### config.mk
export PLATFORM = sky130hd
export DESIGN_NAME = div_unit_flat
export DESIGN_NICKNAME = d
export VERILOG_FILES = /design/src/rtl/div_unit_if.sv /design/src/rtl/div_unit.sv /design/src/flat_wrapper.sv
export SDC_FILE = /design/constraint.sdc
export NUM_CORES = 1
export LEC_CHECK = 0
export CELL_PAD_IN_SITES_DETAIL_PLACEMENT = 0
export CELL_PAD_IN_SITES_GLOBAL_PLACEMENT = 1
export CORE_MARGIN = 3
export CORE_UTILIZATION = 40
export CTS_CLUSTER_SIZE = 40
export DETAILED_ROUTE_END_ITERATION = 12
export GPL_TIMING_DRIVEN = 0
export HOLD_SLACK_MARGIN = 0.03
export PLACE_DENSITY = 0.88
export RECOVER_POWER = 100
export SYNTH_ARGS = -nofsm -noshare
export SYNTH_HDL_FRONTEND = slang
export SYNTH_SLANG_ARGS = --single-unit
### constraint.sdc
create_clock -name clk -period 5.6 [get_ports clk]
set_clock_uncertainty 0.2 [all_clocks]
set_input_delay 1.68 -clock clk [delete_from_list [all_inputs] [get_ports clk]]
set_output_delay 1.68 -clock clk [all_outputs]
set_load 0.01 [all_outputs]
### src/rtl/div_unit_if.sv
// Divider request/response bundle between the EX stage and div_unit.
// The pipeline side drives the master modport; the divider uses slave.
interface div_unit_if #(
  parameter int unsigned WIDTH = 32
);
  logic               start;
  logic               signed_div;
  logic               annul;
  logic [WIDTH-1:0]   dividend;
  logic [WIDTH-1:0]   divisor;
  logic               busy;
  logic               ready;
  logic [2*WIDTH-1:0] result;

  modport master (
    output start, signed_div, annul, dividend, divisor,
    input  busy, ready, result
  );

  modport slave (
    input  start, signed_div, annul, dividend, divisor,
    output busy, ready, result
  );
endinterface

### src/rtl/div_unit.sv
// Radix-2 restoring divider for DIV/DIVU, one quotient bit per clock, result {rem, quo}.
// Optional macro DIV_ZERO_FLAG_EN adds a div_zero output flagging divide-by-zero results.
module div_unit #(
  parameter int unsigned WIDTH = 32
) (
  input  logic         clk,
  input  logic         rst,
  div_unit_if.slave    bus
`ifdef DIV_ZERO_FLAG_EN
  ,
  output logic         div_zero
`endif
);

  localparam int unsigned CntW = $clog2(WIDTH);

  typedef enum logic [1:0] {StIdle, StOn, StDzero, StEnd} state_e;

  state_e              state_q, state_d;
  logic [CntW-1:0]     cnt_q, cnt_d;
  logic [WIDTH-1:0]    rem_q, rem_d;
  logic [WIDTH-1:0]    quo_q, quo_d;
  logic [WIDTH-1:0]    dvsr_q, dvsr_d;
  logic                qneg_q, qneg_d;
  logic                rneg_q, rneg_d;
  logic                ready_q, ready_d;
  logic [2*WIDTH-1:0]  result_q, result_d;

  // One restoring step; the W+1-bit difference's sign bit is the borrow.
  logic [WIDTH:0]      shifted;
  logic [WIDTH:0]      partial;
  logic                borrow;
  logic [WIDTH-1:0]    step_rem;
  logic [WIDTH-1:0]    step_quo;

  always_comb begin
    shifted  = {rem_q, quo_q[WIDTH-1]};
    partial  = shifted - {1'b0, dvsr_q};
    borrow   = partial[WIDTH];
    step_rem = borrow ? shifted[WIDTH-1:0] : partial[WIDTH-1:0];
    step_quo = {quo_q[WIDTH-2:0], ~borrow};
  end

`ifdef DIV_ZERO_FLAG_EN
  logic dz_q, dz_d;
`endif

  always_comb begin
    state_d  = state_q;
    cnt_d    = cnt_q;
    rem_d    = rem_q;
    quo_d    = quo_q;
    dvsr_d   = dvsr_q;
    qneg_d   = qneg_q;
    rneg_d   = rneg_q;
    ready_d  = 1'b0;
    result_d = '0;
`ifdef DIV_ZERO_FLAG_EN
    dz_d     = 1'b0;
`endif
    unique case (state_q)
      StIdle: begin
        if (bus.start && !bus.annul) begin
          if (bus.divisor == '0) begin
            state_d = StDzero;
            rem_d   = bus.dividend;
            quo_d   = '1;
            qneg_d  = 1'b0;
            rneg_d  = 1'b0;
          end else begin
            state_d = StOn;
            cnt_d   = '0;
            rem_d   = '0;
            if (bus.signed_div) begin
              quo_d  = bus.dividend[WIDTH-1] ? -bus.dividend : bus.dividend;
              dvsr_d = bus.divisor[WIDTH-1] ? -bus.divisor : bus.divisor;
              qneg_d = bus.dividend[WIDTH-1] ^ bus.divisor[WIDTH-1];
              rneg_d = bus.dividend[WIDTH-1];
            end else begin
              quo_d  = bus.dividend;
              dvsr_d = bus.divisor;
              qneg_d = 1'b0;
              rneg_d = 1'b0;
            end
          end
        end
      end
      StOn: begin
        if (bus.annul) begin
          state_d = StIdle;
        end else begin
          rem_d = step_rem;
          quo_d = step_quo;
          cnt_d = cnt_q + CntW'(1);
          if (cnt_q == CntW'(WIDTH - 1)) begin
            state_d  = StEnd;
            ready_d  = 1'b1;
            result_d = {rneg_q ? -step_rem : step_rem, qneg_q ? -step_quo : step_quo};
          end
        end
      end
      StDzero: begin
        if (bus.annul) begin
          state_d = StIdle;
        end else begin
          state_d  = StEnd;
          ready_d  = 1'b1;
          result_d = {rem_q, quo_q};
`ifdef DIV_ZERO_FLAG_EN
          dz_d     = 1'b1;
`endif
        end
      end
      StEnd: begin
        if (bus.annul || !bus.start) begin
          state_d = StIdle;
        end else begin
          ready_d  = 1'b1;
          result_d = result_q;
`ifdef DIV_ZERO_FLAG_EN
          dz_d     = dz_q;
`endif
        end
      end
    endcase
  end

  always_ff @(posedge clk) begin
    if (rst) begin
      state_q  <= StIdle;
      cnt_q    <= '0;
      rem_q    <= '0;
      quo_q    <= '0;
      dvsr_q   <= '0;
      qneg_q   <= 1'b0;
      rneg_q   <= 1'b0;
      ready_q  <= 1'b0;
      result_q <= '0;
    end else begin
      state_q  <= state_d;
      cnt_q    <= cnt_d;
      rem_q    <= rem_d;
      quo_q    <= quo_d;
      dvsr_q   <= dvsr_d;
      qneg_q   <= qneg_d;
      rneg_q   <= rneg_d;
      ready_q  <= ready_d;
      result_q <= result_d;
    end
  end

`ifdef DIV_ZERO_FLAG_EN
  always_ff @(posedge clk) begin
    if (rst) begin
      dz_q <= 1'b0;
    end else begin
      dz_q <= dz_d;
    end
  end

  assign div_zero = dz_q;
`endif

  assign bus.busy   = (state_q == StOn) || (state_q == StDzero);
  assign bus.ready  = ready_q;
  assign bus.result = result_q;

endmodule

### src/flat_wrapper.sv
// flat-port wrapper written by rule: the top's interface ports become plain ports
module div_unit_flat 
#(
  parameter int unsigned WIDTH = 32
)
  (clk, rst, bus_start, bus_signed_div, bus_annul, bus_dividend, bus_divisor, bus_busy, bus_ready, bus_result);
  div_unit_if #(.WIDTH(WIDTH)) bus_i ();
  input  logic clk;
  input  logic rst;
  input wire logic [$bits(bus_i.start)-1:0] bus_start;
  input wire logic [$bits(bus_i.signed_div)-1:0] bus_signed_div;
  input wire logic [$bits(bus_i.annul)-1:0] bus_annul;
  input wire logic [$bits(bus_i.dividend)-1:0] bus_dividend;
  input wire logic [$bits(bus_i.divisor)-1:0] bus_divisor;
  output wire logic [$bits(bus_i.busy)-1:0] bus_busy;
  output wire logic [$bits(bus_i.ready)-1:0] bus_ready;
  output wire logic [$bits(bus_i.result)-1:0] bus_result;
  assign bus_i.start = bus_start;
  assign bus_i.signed_div = bus_signed_div;
  assign bus_i.annul = bus_annul;
  assign bus_i.dividend = bus_dividend;
  assign bus_i.divisor = bus_divisor;
  assign bus_busy = bus_i.busy;
  assign bus_ready = bus_i.ready;
  assign bus_result = bus_i.result;
  div_unit #(.WIDTH(WIDTH)) u_core (.clk(clk), .rst(rst), .bus(bus_i));
endmodule
==> metrics <==
Die Wd 182.1 µm; Yosys reg bits 170; Mapped Cells 1665; Hold Path Stages 2; CTS root buf clkbuf_16; H-tree depth 4; worst hold path type flop to flop; sequential cell area fraction in the yosys report 0.2742; syn_area_per_cell 7.453 µm²; Final Max Tran Viols 0; final instance area 14910 µm²; Post-DP HPWL 36960 µm; final period utilization 0.9675; final net count 1932; Placeable Area 30110 µm²; Setup Crit Path Kind flop to flop; Hold Crit Start u_core.bus.result[44]$_SDFFE_PP0N_; Antenna diodes 0; reg2reg end u_core.bus.result[30]$_SDFFE_PP0N_; FF/Latch Area 3405 µm²; Skew-Pair Late Insertion Delay 0.44 ns; DRC violations left 0; DR WL/cell 21.41 µm; post-route ant nets 0; Hold Vio Cnt, Final 0; actual slew at the worst max-slew pin 1.397 ns; antenna violations before repair 2; PortBufs 132; Max-Cap Viols 0; TritonCTS Buffers 17; async set-reset flop share out of synthesis 0; Power Dens Cells 558.0 nW/µm²; Initial Util 0.4121; die area 33170 µm²; area of the multi-input gates 8278 µm²; first-pass GRT wire length 73720 µm; Initial DRC Count 1589; Worst R2R Start u_core.quo_q[31]$_SDFFE_PP0P_; Yosys top cell by area dfxtp_1; max_slew headroom 0.05868; clock sink total 170; share of cells above drive strength 1 0.05025; Syn-to-layout area delta 20.13%; worst r2r path cells 22; Die H 182.1 µm; most frequent cells in the layout 198 x nor2_1, 169 x dfxtp_1, 138 x nand2_1; Tmin final 5.418 ns; Setup Viol. Count Final 0; setup TNS 0 ns; Yosys cell types 90; P_leak 0.005447 µW; CTS tree yes; Startpoint Class flop; # fillers 3032; share of the synthesized area in the top cell type 0.2742; buffer levels on the longest clock path 2; largest net degree at the start of global routing 17; number of global-route vias before repair 12850; YS warnings 0; GRT overflow 0; drt total wl 47550 µm; synthesized cell area 12410 µm²; placed cell areas 14220 µm²; FP Rows 63; EDFF count, synth 0; FMAX 0.1846 GHz; Syn Nets 1778; CP max FO 10; GRT Util Overall 0.2790; 1st-pass router iterations 6; DR vias 13710; gp weighted congestion 0.9612; Finished Core Util 0.4951; CP Data Arrival Time 5.52 ns; r2r setup slk 0.18 ns; Peak VDD IR 390.1 µV; Area contributors post-synth dfxtp_1 27%, nor2_1 6.0%, a21oi_1 5.3%; Hold Path Sink u_core.bus.result[44]$_SDFFE_PP0N_; Vias/cell 6.171; unrepaired setup endpoints after global routing false; Worst-path clk slew 0.07 ns; status completed; leading cell type in the layout, fill and taps excluded nor2_1; # IOs 135; Worst Setup End Kind flop; Crit path required time 5.70 ns; top_reg_cell synth dfxtp_1
[how the worst max path moves through the flow]
stage	from	slack [ns]	cells after the start	endpoint
final	u_core.quo_q[31]$_SDFFE_PP0P_	0.18	22	u_core.bus.result[30]$_SDFFE_PP0N_
after global placement	u_core.quo_q[31]$_SDFFE_PP0P_	-0.91	22	u_core.bus.result[30]$_SDFFE_PP0N_
after detailed placement	u_core.quo_q[31]$_SDFFE_PP0P_	-0.99	21	u_core.bus.result[28]$_SDFFE_PP0N_
after global routing	u_core.rem_q[8]$_SDFFE_PP0P_	0.01	19	u_core.bus.result[42]$_SDFFE_PP0N_
after CTS	bus_divisor[3]	0.03	12	u_core.quo_q[31]$_SDFFE_PP0P_
after floorplan	u_core.quo_q[31]$_SDFFE_PP0P_	0.53	22	u_core.bus.result[30]$_SDFFE_PP0N_
[state kept, by name (all words and copies together), names as in the netlist]
register           cells
u_core.cnt_q           5
u_core.bus.result     64
u_core.dvsr_q         32
u_core.state_q         2
u_core.qneg_q          1
u_core.rneg_q          1
u_core.quo_q          32
u_core.rem_q          32
u_core.bus.ready       1
[critical path: stages (launching register included)]
cell	delay [ns]
dfxtp_2	0.42
inv_1	0.11
ha_1	0.21
fa_1	0.44
nand2b_1	0.22
a21oi_4	0.22
o211ai_4	0.14
a211oi_4	0.33
a22o_4	0.22
nor2_4	0.08
inv_2	0.13
clkbuf_4	0.23
buf_6	0.19
ha_1	0.22
nand3_1	0.12
or3_4	0.40
or4_4	0.48
o21a_1	0.22
a21oi_1	0.15
xnor2_1	0.13
o22ai_1	0.13
a22oi_1	0.21
nor2_1	0.06
[cell type report]
cell class                      count  share of cell area
Clock inverter                     13             0.01217
Sequential cell                   170              0.2284
Tap cell                          390             0.03273
Inverter                           87             0.02191
Buffer                            112             0.03030
Timing Repair Buffer              136             0.09040
Multi-Input combinational cell   1295              0.5553
Clock buffer                       18             0.02879
[report_power, final]
| part | total [µW] | switching (µW) | internal, µW | leakage, µW |
|---|---|---|---|---|
| Combinational | 5460 | 3610 | 1850 | 0.00377 |
| Clock | 1280 | 568 | 715 | 0.000289 |
| Sequential | 1580 | 206 | 1370 | 0.00138 |
| Total | 8320 | 4380 | 3940 | 0.00545 |
[logic make-up (layout without fill, tap and decap cells)]
| family | Yosys count | after routing | share of synthesized area |
|---|---|---|---|
| AOI/OAI and AO/OA | 570 | 570 | 0.3127 |
| buffers and inverters | 200 | 366 | 0.06241 |
| adders and majority gates | 44 | 44 | 0.04497 |
| and+or+nand+nor | 541 | 541 | 0.2049 |
| xor gates and xnor gates | 125 | 125 | 0.08822 |
| muxes | 15 | 15 | 0.01260 |
| DFF | 170 | 170 | 0.2742 |
[repair_timing]
item                       in CTS  in global routing
hold endpoints to repair        0                  0
resized for setup              13                  8
pin swaps                       2                  3
setup buffers                   1                  3
hold buffers                    0                  0
setup endpoints to repair      27                 86
[cell usage after synthesis (all sizes together), types with 19 or more instances]
cell type  number
nor3           59
buf            21
a22oi          55
o21ai         109
a221oi         45
clkbuf         92
nor2          199
nand2         138
dfxtp         170
a21oi         134
xnor2          75
o31ai          33
nand4          19
o22ai          25
xor2           50
a211oi         50
nand3          26
ha             43
inv            86
[routing by layer]
metal	GRT usage	up-vias	share of wire
met5	0	-	0.00048
met4	0.07770	4	0.022
met3	0.06418	78	0.097
met2	0.4251	670	0.43
met1	0.3955	6525	0.45
li1	-	6429	-
[metrics by stage]
stage | cells | hold WS (ns) | power, µW | worst slack [ns]
CTS | 2219 | 0.2585 | 8155 | 0.03112
detailed placement | 2187 | 0.2491 | 6789 | -0.9860
global placement | 2187 | 0.2472 | 6753 | -0.9068
finish | 2221 | 0.2548 | 8318 | 0.1823
global route | 2221 | 0.2805 | 8874 | 0.01404
floorplan | 1665 | 0.2362 | 5311 | 0.5297
(Power assumes the default switching activity.)
